--- src/rtl/line_pop_ctrl_if.sv ---
// Bus bundle between line_pop_ctrl and its line buffers / downstream column sink.
// master = the controller's view, slave = the buffers' and sink's view.
interface line_pop_ctrl_if #(
    parameter int N_LINES  = 3,
    parameter int PX_WIDTH = 30
);
    logic [N_LINES-1:0]          unread_i;
    logic [N_LINES-1:0]          empty_i;
    logic                        pop_line_o;
    logic                        flush_line_o;

    logic [N_LINES*PX_WIDTH-1:0] lines_tdata_i;
    logic [N_LINES-1:0]          lines_tvalid_i;
    logic [N_LINES-1:0]          lines_tlast_i;
    logic [N_LINES-1:0]          lines_tuser_i;
    logic                        lines_tready_o;

    logic [N_LINES*PX_WIDTH-1:0] col_tdata_o;
    logic                        col_tvalid_o;
    logic                        col_tlast_o;
    logic                        col_tuser_o;
    logic                        col_tready_i;

    logic [15:0]                 line_cnt_o;
    logic                        err_o;

    modport master (
        input  unread_i, empty_i,
        input  lines_tdata_i, lines_tvalid_i, lines_tlast_i, lines_tuser_i,
        input  col_tready_i,
        output pop_line_o, flush_line_o, lines_tready_o,
        output col_tdata_o, col_tvalid_o, col_tlast_o, col_tuser_o,
        output line_cnt_o, err_o
    );

    modport slave (
        output unread_i, empty_i,
        output lines_tdata_i, lines_tvalid_i, lines_tlast_i, lines_tuser_i,
        output col_tready_i,
        input  pop_line_o, flush_line_o, lines_tready_o,
        input  col_tdata_o, col_tvalid_o, col_tlast_o, col_tuser_o,
        input  line_cnt_o, err_o
    );
endinterface

--- src/rtl/line_pop_ctrl.sv ---
// Read-side controller for a bank of line buffers: pops one line from every buffer
// together, merges the lock-stepped lanes into one column stream, then flushes.
module line_pop_ctrl #(
    parameter int N_LINES       = 3,
    parameter int PX_WIDTH      = 30,
    parameter int MAX_LINE_SIZE = 1920
) (
    input  logic            clk_i,
    input  logic            rst_i,
    line_pop_ctrl_if.master bus
);
    localparam int BEAT_W = $clog2(MAX_LINE_SIZE + 1);
    localparam logic [BEAT_W-1:0] BEAT_LAST = BEAT_W'(MAX_LINE_SIZE - 1);

    typedef enum logic [1:0] {
        IDLE   = 2'd0,
        POP    = 2'd1,
        STREAM = 2'd2,
        FLUSH  = 2'd3
    } state_t;

    state_t            state_reg, state_next;
    logic              pop_reg, pop_next;
    logic              flush_reg, flush_next;
    logic [BEAT_W-1:0] beat_cnt_reg, beat_cnt_next;
    logic              sof_line_reg, sof_line_next;
    logic [15:0]       line_cnt_reg, line_cnt_next;
    logic              err_reg, err_next;
    logic              col_valid_reg, col_last_reg, col_user_reg;

    logic start_line;
    logic all_valid;
    logic accept;
    logic lane_end;
    logic overflow;
    logic line_end;
    logic last_mixed;
    logic user_mixed;
    logic line_sof;

    assign start_line = (&bus.unread_i) && !(|bus.empty_i) && !col_valid_reg;
    assign all_valid  = &bus.lines_tvalid_i;
    // The output register may reload in the same cycle it is drained downstream.
    assign accept     = (state_reg == STREAM) && all_valid && (!col_valid_reg || bus.col_tready_i);

    // Lane 0 is authoritative for line end and SOF, even when lanes disagree.
    assign lane_end   = bus.lines_tlast_i[0];
    assign overflow   = !lane_end && (beat_cnt_reg == BEAT_LAST);
    assign line_end   = accept && (lane_end || overflow);
    assign last_mixed = (|bus.lines_tlast_i) && !(&bus.lines_tlast_i);
    assign user_mixed = (|bus.lines_tuser_i) && !(&bus.lines_tuser_i);
    assign line_sof   = (beat_cnt_reg == '0) ? bus.lines_tuser_i[0] : sof_line_reg;

    // State register
    always_ff @(posedge clk_i or posedge rst_i) begin
        if (rst_i) begin
            state_reg <= IDLE;
        end else begin
            state_reg <= state_next;
        end
    end

    // Next-state logic
    always_comb begin
        state_next = state_reg;
        case (state_reg)
            IDLE:    if (start_line) state_next = POP;
            POP:     state_next = STREAM;
            STREAM:  if (line_end) state_next = FLUSH;
            FLUSH:   state_next = IDLE;
            default: state_next = IDLE;
        endcase
    end

    // Output logic: pulses are decoded from the upcoming state so they leave a flop.
    always_comb begin
        pop_next   = 1'b0;
        flush_next = 1'b0;
        case (state_next)
            POP:     pop_next   = 1'b1;
            FLUSH:   flush_next = 1'b1;
            default: begin
                pop_next   = 1'b0;
                flush_next = 1'b0;
            end
        endcase
    end

    always_ff @(posedge clk_i or posedge rst_i) begin
        if (rst_i) begin
            pop_reg   <= 1'b0;
            flush_reg <= 1'b0;
        end else begin
            pop_reg   <= pop_next;
            flush_reg <= flush_next;
        end
    end

    // Per-line bookkeeping: beat counter, SOF capture, line counter, sticky error.
    always_comb begin
        beat_cnt_next = beat_cnt_reg;
        sof_line_next = sof_line_reg;
        line_cnt_next = line_cnt_reg;
        err_next      = err_reg;
        if (accept) begin
            if (beat_cnt_reg == '0) begin
                sof_line_next = bus.lines_tuser_i[0];
            end
            if (line_end) begin
                beat_cnt_next = '0;
            end else begin
                beat_cnt_next = beat_cnt_reg + BEAT_W'(1);
            end
            if (last_mixed || user_mixed || overflow) begin
                err_next = 1'b1;
            end
        end
        if (line_end) begin
            line_cnt_next = line_sof ? 16'd1 : (line_cnt_reg + 16'd1);
        end
    end

    always_ff @(posedge clk_i or posedge rst_i) begin
        if (rst_i) begin
            beat_cnt_reg <= '0;
            sof_line_reg <= 1'b0;
            line_cnt_reg <= '0;
            err_reg      <= 1'b0;
        end else begin
            beat_cnt_reg <= beat_cnt_next;
            sof_line_reg <= sof_line_next;
            line_cnt_reg <= line_cnt_next;
            err_reg      <= err_next;
        end
    end

    // Column output register control; data lanes are held in the generate below.
    always_ff @(posedge clk_i or posedge rst_i) begin
        if (rst_i) begin
            col_valid_reg <= 1'b0;
            col_last_reg  <= 1'b0;
            col_user_reg  <= 1'b0;
        end else if (accept) begin
            col_valid_reg <= 1'b1;
            col_last_reg  <= lane_end || overflow;
            col_user_reg  <= bus.lines_tuser_i[0];
        end else if (bus.col_tready_i) begin
            col_valid_reg <= 1'b0;
        end
    end

    genvar gi;
    generate
        for (gi = 0; gi < N_LINES; gi++) begin : g_lane
            logic [PX_WIDTH-1:0] data_reg;

            always_ff @(posedge clk_i or posedge rst_i) begin
                if (rst_i) begin
                    data_reg <= '0;
                end else if (accept) begin
                    data_reg <= bus.lines_tdata_i[gi*PX_WIDTH +: PX_WIDTH];
                end
            end

            assign bus.col_tdata_o[gi*PX_WIDTH +: PX_WIDTH] = data_reg;
        end
    endgenerate

    assign bus.pop_line_o     = pop_reg;
    assign bus.flush_line_o   = flush_reg;
    assign bus.lines_tready_o = accept;
    assign bus.col_tvalid_o   = col_valid_reg;
    assign bus.col_tlast_o    = col_last_reg;
    assign bus.col_tuser_o    = col_user_reg;
    assign bus.line_cnt_o     = line_cnt_reg;
    assign bus.err_o          = err_reg;
endmodule

--- src/flat_wrapper.sv ---
// flat-port wrapper written by rule: the top's interface ports become plain ports
module line_pop_ctrl_flat 
#(
    parameter int N_LINES       = 3,
    parameter int PX_WIDTH      = 30,
    parameter int MAX_LINE_SIZE = 1920
)
  (clk_i, rst_i, bus_unread_i, bus_empty_i, bus_lines_tdata_i, bus_lines_tvalid_i, bus_lines_tlast_i, bus_lines_tuser_i, bus_col_tready_i, bus_pop_line_o, bus_flush_line_o, bus_lines_tready_o, bus_col_tdata_o, bus_col_tvalid_o, bus_col_tlast_o, bus_col_tuser_o, bus_line_cnt_o, bus_err_o);
  line_pop_ctrl_if #(.N_LINES(N_LINES), .PX_WIDTH(PX_WIDTH)) bus_i ();
  input  logic clk_i;
  input  logic rst_i;
  input wire logic [$bits(bus_i.unread_i)-1:0] bus_unread_i;
  input wire logic [$bits(bus_i.empty_i)-1:0] bus_empty_i;
  input wire logic [$bits(bus_i.lines_tdata_i)-1:0] bus_lines_tdata_i;
  input wire logic [$bits(bus_i.lines_tvalid_i)-1:0] bus_lines_tvalid_i;
  input wire logic [$bits(bus_i.lines_tlast_i)-1:0] bus_lines_tlast_i;
  input wire logic [$bits(bus_i.lines_tuser_i)-1:0] bus_lines_tuser_i;
  input wire logic [$bits(bus_i.col_tready_i)-1:0] bus_col_tready_i;
  output wire logic [$bits(bus_i.pop_line_o)-1:0] bus_pop_line_o;
  output wire logic [$bits(bus_i.flush_line_o)-1:0] bus_flush_line_o;
  output wire logic [$bits(bus_i.lines_tready_o)-1:0] bus_lines_tready_o;
  output wire logic [$bits(bus_i.col_tdata_o)-1:0] bus_col_tdata_o;
  output wire logic [$bits(bus_i.col_tvalid_o)-1:0] bus_col_tvalid_o;
  output wire logic [$bits(bus_i.col_tlast_o)-1:0] bus_col_tlast_o;
  output wire logic [$bits(bus_i.col_tuser_o)-1:0] bus_col_tuser_o;
  output wire logic [$bits(bus_i.line_cnt_o)-1:0] bus_line_cnt_o;
  output wire logic [$bits(bus_i.err_o)-1:0] bus_err_o;
  assign bus_i.unread_i = bus_unread_i;
  assign bus_i.empty_i = bus_empty_i;
  assign bus_i.lines_tdata_i = bus_lines_tdata_i;
  assign bus_i.lines_tvalid_i = bus_lines_tvalid_i;
  assign bus_i.lines_tlast_i = bus_lines_tlast_i;
  assign bus_i.lines_tuser_i = bus_lines_tuser_i;
  assign bus_i.col_tready_i = bus_col_tready_i;
  assign bus_pop_line_o = bus_i.pop_line_o;
  assign bus_flush_line_o = bus_i.flush_line_o;
  assign bus_lines_tready_o = bus_i.lines_tready_o;
  assign bus_col_tdata_o = bus_i.col_tdata_o;
  assign bus_col_tvalid_o = bus_i.col_tvalid_o;
  assign bus_col_tlast_o = bus_i.col_tlast_o;
  assign bus_col_tuser_o = bus_i.col_tuser_o;
  assign bus_line_cnt_o = bus_i.line_cnt_o;
  assign bus_err_o = bus_i.err_o;
  line_pop_ctrl #(.N_LINES(N_LINES), .PX_WIDTH(PX_WIDTH), .MAX_LINE_SIZE(MAX_LINE_SIZE)) u_core (.clk_i(clk_i), .rst_i(rst_i), .bus(bus_i));
endmodule
--- config.mk ---
export PLATFORM = sky130hd
export DESIGN_NAME = line_pop_ctrl_flat
export DESIGN_NICKNAME = d
export VERILOG_FILES = /design/src/rtl/line_pop_ctrl_if.sv /design/src/rtl/line_pop_ctrl.sv /design/src/flat_wrapper.sv
export SDC_FILE = /design/constraint.sdc
export NUM_CORES = 1
export LEC_CHECK = 0
export CAP_MARGIN = 20
export CELL_PAD_IN_SITES_DETAIL_PLACEMENT = 0
export CELL_PAD_IN_SITES_GLOBAL_PLACEMENT = 1
export CORE_UTILIZATION = 32
export CTS_BUF_LIST = sky130_fd_sc_hd__clkbuf_8
export CTS_CLUSTER_DIAMETER = 50
export DETAILED_ROUTE_END_ITERATION = 8
export PLACE_DENSITY = 0.94
export RECOVER_POWER = 100
export REMOVE_ABC_BUFFERS = 1
export SYNTH_ARGS = -nofsm -noshare
export SYNTH_HDL_FRONTEND = slang
export SYNTH_SLANG_ARGS = --single-unit
--- constraint.sdc ---
create_clock -name clk_i -period 5.7 [get_ports clk_i]
set_input_delay 1.14 -clock clk_i [delete_from_list [all_inputs] [get_ports clk_i]]
set_output_delay 1.14 -clock clk_i [all_outputs]
set_load 0.05 [all_outputs]
==> summary.txt <==
Routing
  – Post-route ant nets: 0
  – Initial detailed-routing violation count: roughly 260
  – Drt via density: around 4.5
  – Residual DRC: 0
  – Vias: between 4,000 and 5,000
  – Final wirelength: 13,800 microns
  – DRT Pass-1 Iters: 5
  – Mean routed wirelength per cell: between 10 and 15 microns

Floorplanning
  – Die Area: roughly 0.017 sq mm
  – Core area: about 0.016 sq mm
  – IO Pins: about 220
  – Num rows: 46
  – Die boundary height: 130 microns
  – Starting Density: 32.8%
  – Chip width: roughly 130 microns

Hold path
  – Worst hold stages: 1
  – Worst Hold Launch: u_core.bus.err_o$_DFFE_PP0P_
  – Worst Hold Class: reg2reg
  – Hold EP: u_core.bus.err_o$_DFFE_PP0P_

CTS
  – Total setup buffers inserted after CTS: 0
  – CTS tree: yes
  – Reg clk slew, reported paths: 0.07 ns
  – # clock sinks: ~130
  – CTS Hold Buffers Added: 0
  – Root Buffer: clkbuf_8
  – CTS resizes: 0
  – CTS H-tree lvls: 4
  – Clk_lat worst skew: around 0.43 ns
  – Cts bufs inserted: 17
  – Clock buffer depth: 2

Timing
  – Worst slew margin: -99.3%
  – Setup TNS: 0 ns
  – Clock period minus worst slack: roughly 4.5 ns
  – Unrepaired setup endpoints after global routing: no
  – Final setup vio count: 0
  – Final hold violation count: 0
  – Final period util: 78.8%
  – Maximum clock frequency: approximately 0.22 GHz
  – Slew @ Worst Pin: slightly below 3 ns
  – Worst hold slack: ~0.47 ns
  – Max Slew Vio Count: 164
  – Clk_skew: between 0.009 and 0.01 ns

Cells and area
  – Fin area: 0.00801 sq mm
  – Fin util: between 50% and 60%
  – Filler instances: between 1,500 and 2,000
  – Storage cell area: roughly 0.0032 sq mm
  – Fin nets: approximately 900
  – Area growth, synth to finish: 53.0%
  – Largest register FFs: 90
  – Layout cells sized above 1: ~5.3%
  – Multi-input logic area: 0.00195 sq mm
  – ANT cells: 0

Synth
  – Cell area after synthesis: about 0.0052 sq mm
  – Yosys warns: 0
  – Sequential element share of the synthesized area: between 60% and 70%
  – Synth Area in Simple Gates: 29.3%
  – Yosys cell types: 43
  – Mux contribution to synthesized area: less than 1%
  – Post-Syn Instances: 582
  – FF+latch count, synth: between 100 and 150
  – Ys flop type: dfrtp_1
  – Fraction of synthesized cell area in xor and xnor cells: 0.837%
  – Number of flops mapped to enable cells by yosys: 0
  – Complex-gate fraction of the synthesized area: 5.57%
  – Adder-cell share of the synthesized area: 1.20%
  – Largest family of logic cells by synthesized area: simple AND/OR/NAND/NOR gates
  – Synthesized area per cell: 8.99 sq um
  – Synth async-reset ratio: 100%

Setup path
  – Crit Reg-Reg Endpoint: u_core.bus.line_cnt_o[10]$_DFFE_PP0N_
  – Crit path DAT: 3.35 ns
  – R2r setup slk: approximately 1.9 ns
  – Req. time, crit path: between 4 and 5 ns
  – Reg2reg start: u_core.state_reg[0]$_DFF_PP0_
  – CP max FO: 43
  – Worst setup EP type: output pin
  – Critical path type: in2out
  – CP Launch Type: input port
  – R2R depth: 8

Global route
  – Vias in the first global route: ~4,400
  – Gr usage total: roughly 17%
  – First-pass GRT wire length: ~22,000 microns
  – Antenna violations before repair: 0
  – Largest net degree at the start of global routing: 98
  – Total grt overflow: 0

Run status
  – Status: finished with violations
  – Failing checks: capacitance limit, slew limit

Run
  – Max-Cap Viols: 3

Pwr
  – Pwr Total: 4.56 mW
  – Power density over cell area: 569 mW/mm^2
  – VDD IR max: approximately 0.00032 V
  – Leakage: around 4.0 nW

Place
  – Placed instance area: between 0.007 and 0.008 sq mm
  – Post-DP HPWL: between 9000 and 10,000 microns
  – Number of buffers added on ports: 220
  – Final Wtd Congestion: just under 0.8
[cells by family after synthesis]
kind of cell,after synthesis
AO/OA/AOI/OAI,40
XOR/XNOR,5
adder cells (fa/ha/maj),5
buffers and inverters,33
flip-flops,126
multiplexers,2
AND/OR/NAND/NOR,371
[layout by cell type, fill, tap and decap left out, types with 2 or more instances in the layout]
| master | instances |
|---|---|
| inv_1 | 9 |
| o31ai_1 | 5 |
| nand2b_1 | 3 |
| a22o_1 | 3 |
| nand2_1 | 300 |
| and3_1 | 12 |
| a221o_1 | 5 |
| o21ai_0 | 12 |
| clkdlybuf4s50_1 | 104 |
| and4_2 | 2 |
| nand4_1 | 4 |
| nor4_1 | 3 |
| ha_1 | 5 |
| clkbuf_8 | 18 |
| a31oi_1 | 2 |
| nor3_1 | 3 |
| nor2b_1 | 4 |
| clkinvlp_4 | 5 |
| xor2_1 | 4 |
| clkbuf_2 | 2 |
| a2bb2oi_1 | 2 |
| o22ai_1 | 2 |
| nand3_1 | 13 |
| o211ai_1 | 3 |
| nor2_1 | 19 |
| dfrtp_1 | 126 |
| dlygate4sd3_1 | 115 |
| buf_12 | 2 |
| clkinv_2 | 6 |
[power by group]
group | internal [mW] | switching, mW | leakage (nW) | total, mW
sequential | 1.26 | 0.180 | 1.60 | 1.44
clock | 0.346 | 0.355 | 0.173 | 0.701
combinational | 0.700 | 1.72 | 2.22 | 2.42
[critical path, cell delays in order]
cell and delay (ns):
dlygate4sd3_1 0.52, nand4_1 0.14, nand2b_1 0.22, inv_1 1.08, buf_12 0.24
[routing by layer]
metal	part of all wire (%)	track usage (%)	vias to the layer above
met5	0	0	-
met4	2.1	7.87	0
met3	9.1	7.13	22
met2	45	24.6	177
met1	43	21.3	2133
li1	-	-	2328
[worst max-delay path by stage]
stage                                                        to  cells after the start             startpoint  slack [ns]
final                                        bus_lines_tready_o                      5  bus_lines_tvalid_i[2]        1.21
after global routing      u_core.bus.line_cnt_o[12]$_DFFE_PP0N_                      7  bus_lines_tvalid_i[2]        0.99
after CTS                                    bus_lines_tready_o                      5  bus_lines_tvalid_i[2]        1.76
after detailed placement  u_core.bus.line_cnt_o[15]$_DFFE_PP0N_                      7  bus_lines_tvalid_i[2]        1.66
after global placement    u_core.bus.line_cnt_o[15]$_DFFE_PP0N_                      7  bus_lines_tvalid_i[2]        1.75
after floorplan           u_core.bus.line_cnt_o[10]$_DFFE_PP0N_                      6  bus_lines_tvalid_i[2]        0.17
[synthesized netlist by cell type, types with 4 or more instances]
cell type,number,share of area (%)
nor2b_1,4,0.48
dfrtp_1,126,60
o31ai_1,5,0.72
nand2_1,300,22
and3_1,12,1.4
ha_1,5,1.2
inv_1,8,0.57
nand4_1,4,0.48
nand3_1,13,1.2
a221o_1,5,0.96
nor2_1,18,1.3
o21ai_0,12,1.1
clkbuf_1,21,1.5
xor2_1,4,0.67
[per-stage QoR]
step                      instances  setup WS, ns
after global routing           1029         0.991
after global placement          998          1.75
after floorplan                 558         0.170
final                          1029          1.21
after detailed placement        998          1.66
after CTS                      1029          1.76
[cell type report]
cell class	instances	share of cell area, %
timing repair buffer	224	28.1
inverter	9	0.438
sequential	126	39.4
clock inverter	13	1.27
clock buffer	18	3.09
multi-input combinational	423	24.3
tap	216	3.38
Power figures use the tool's default switching activity.
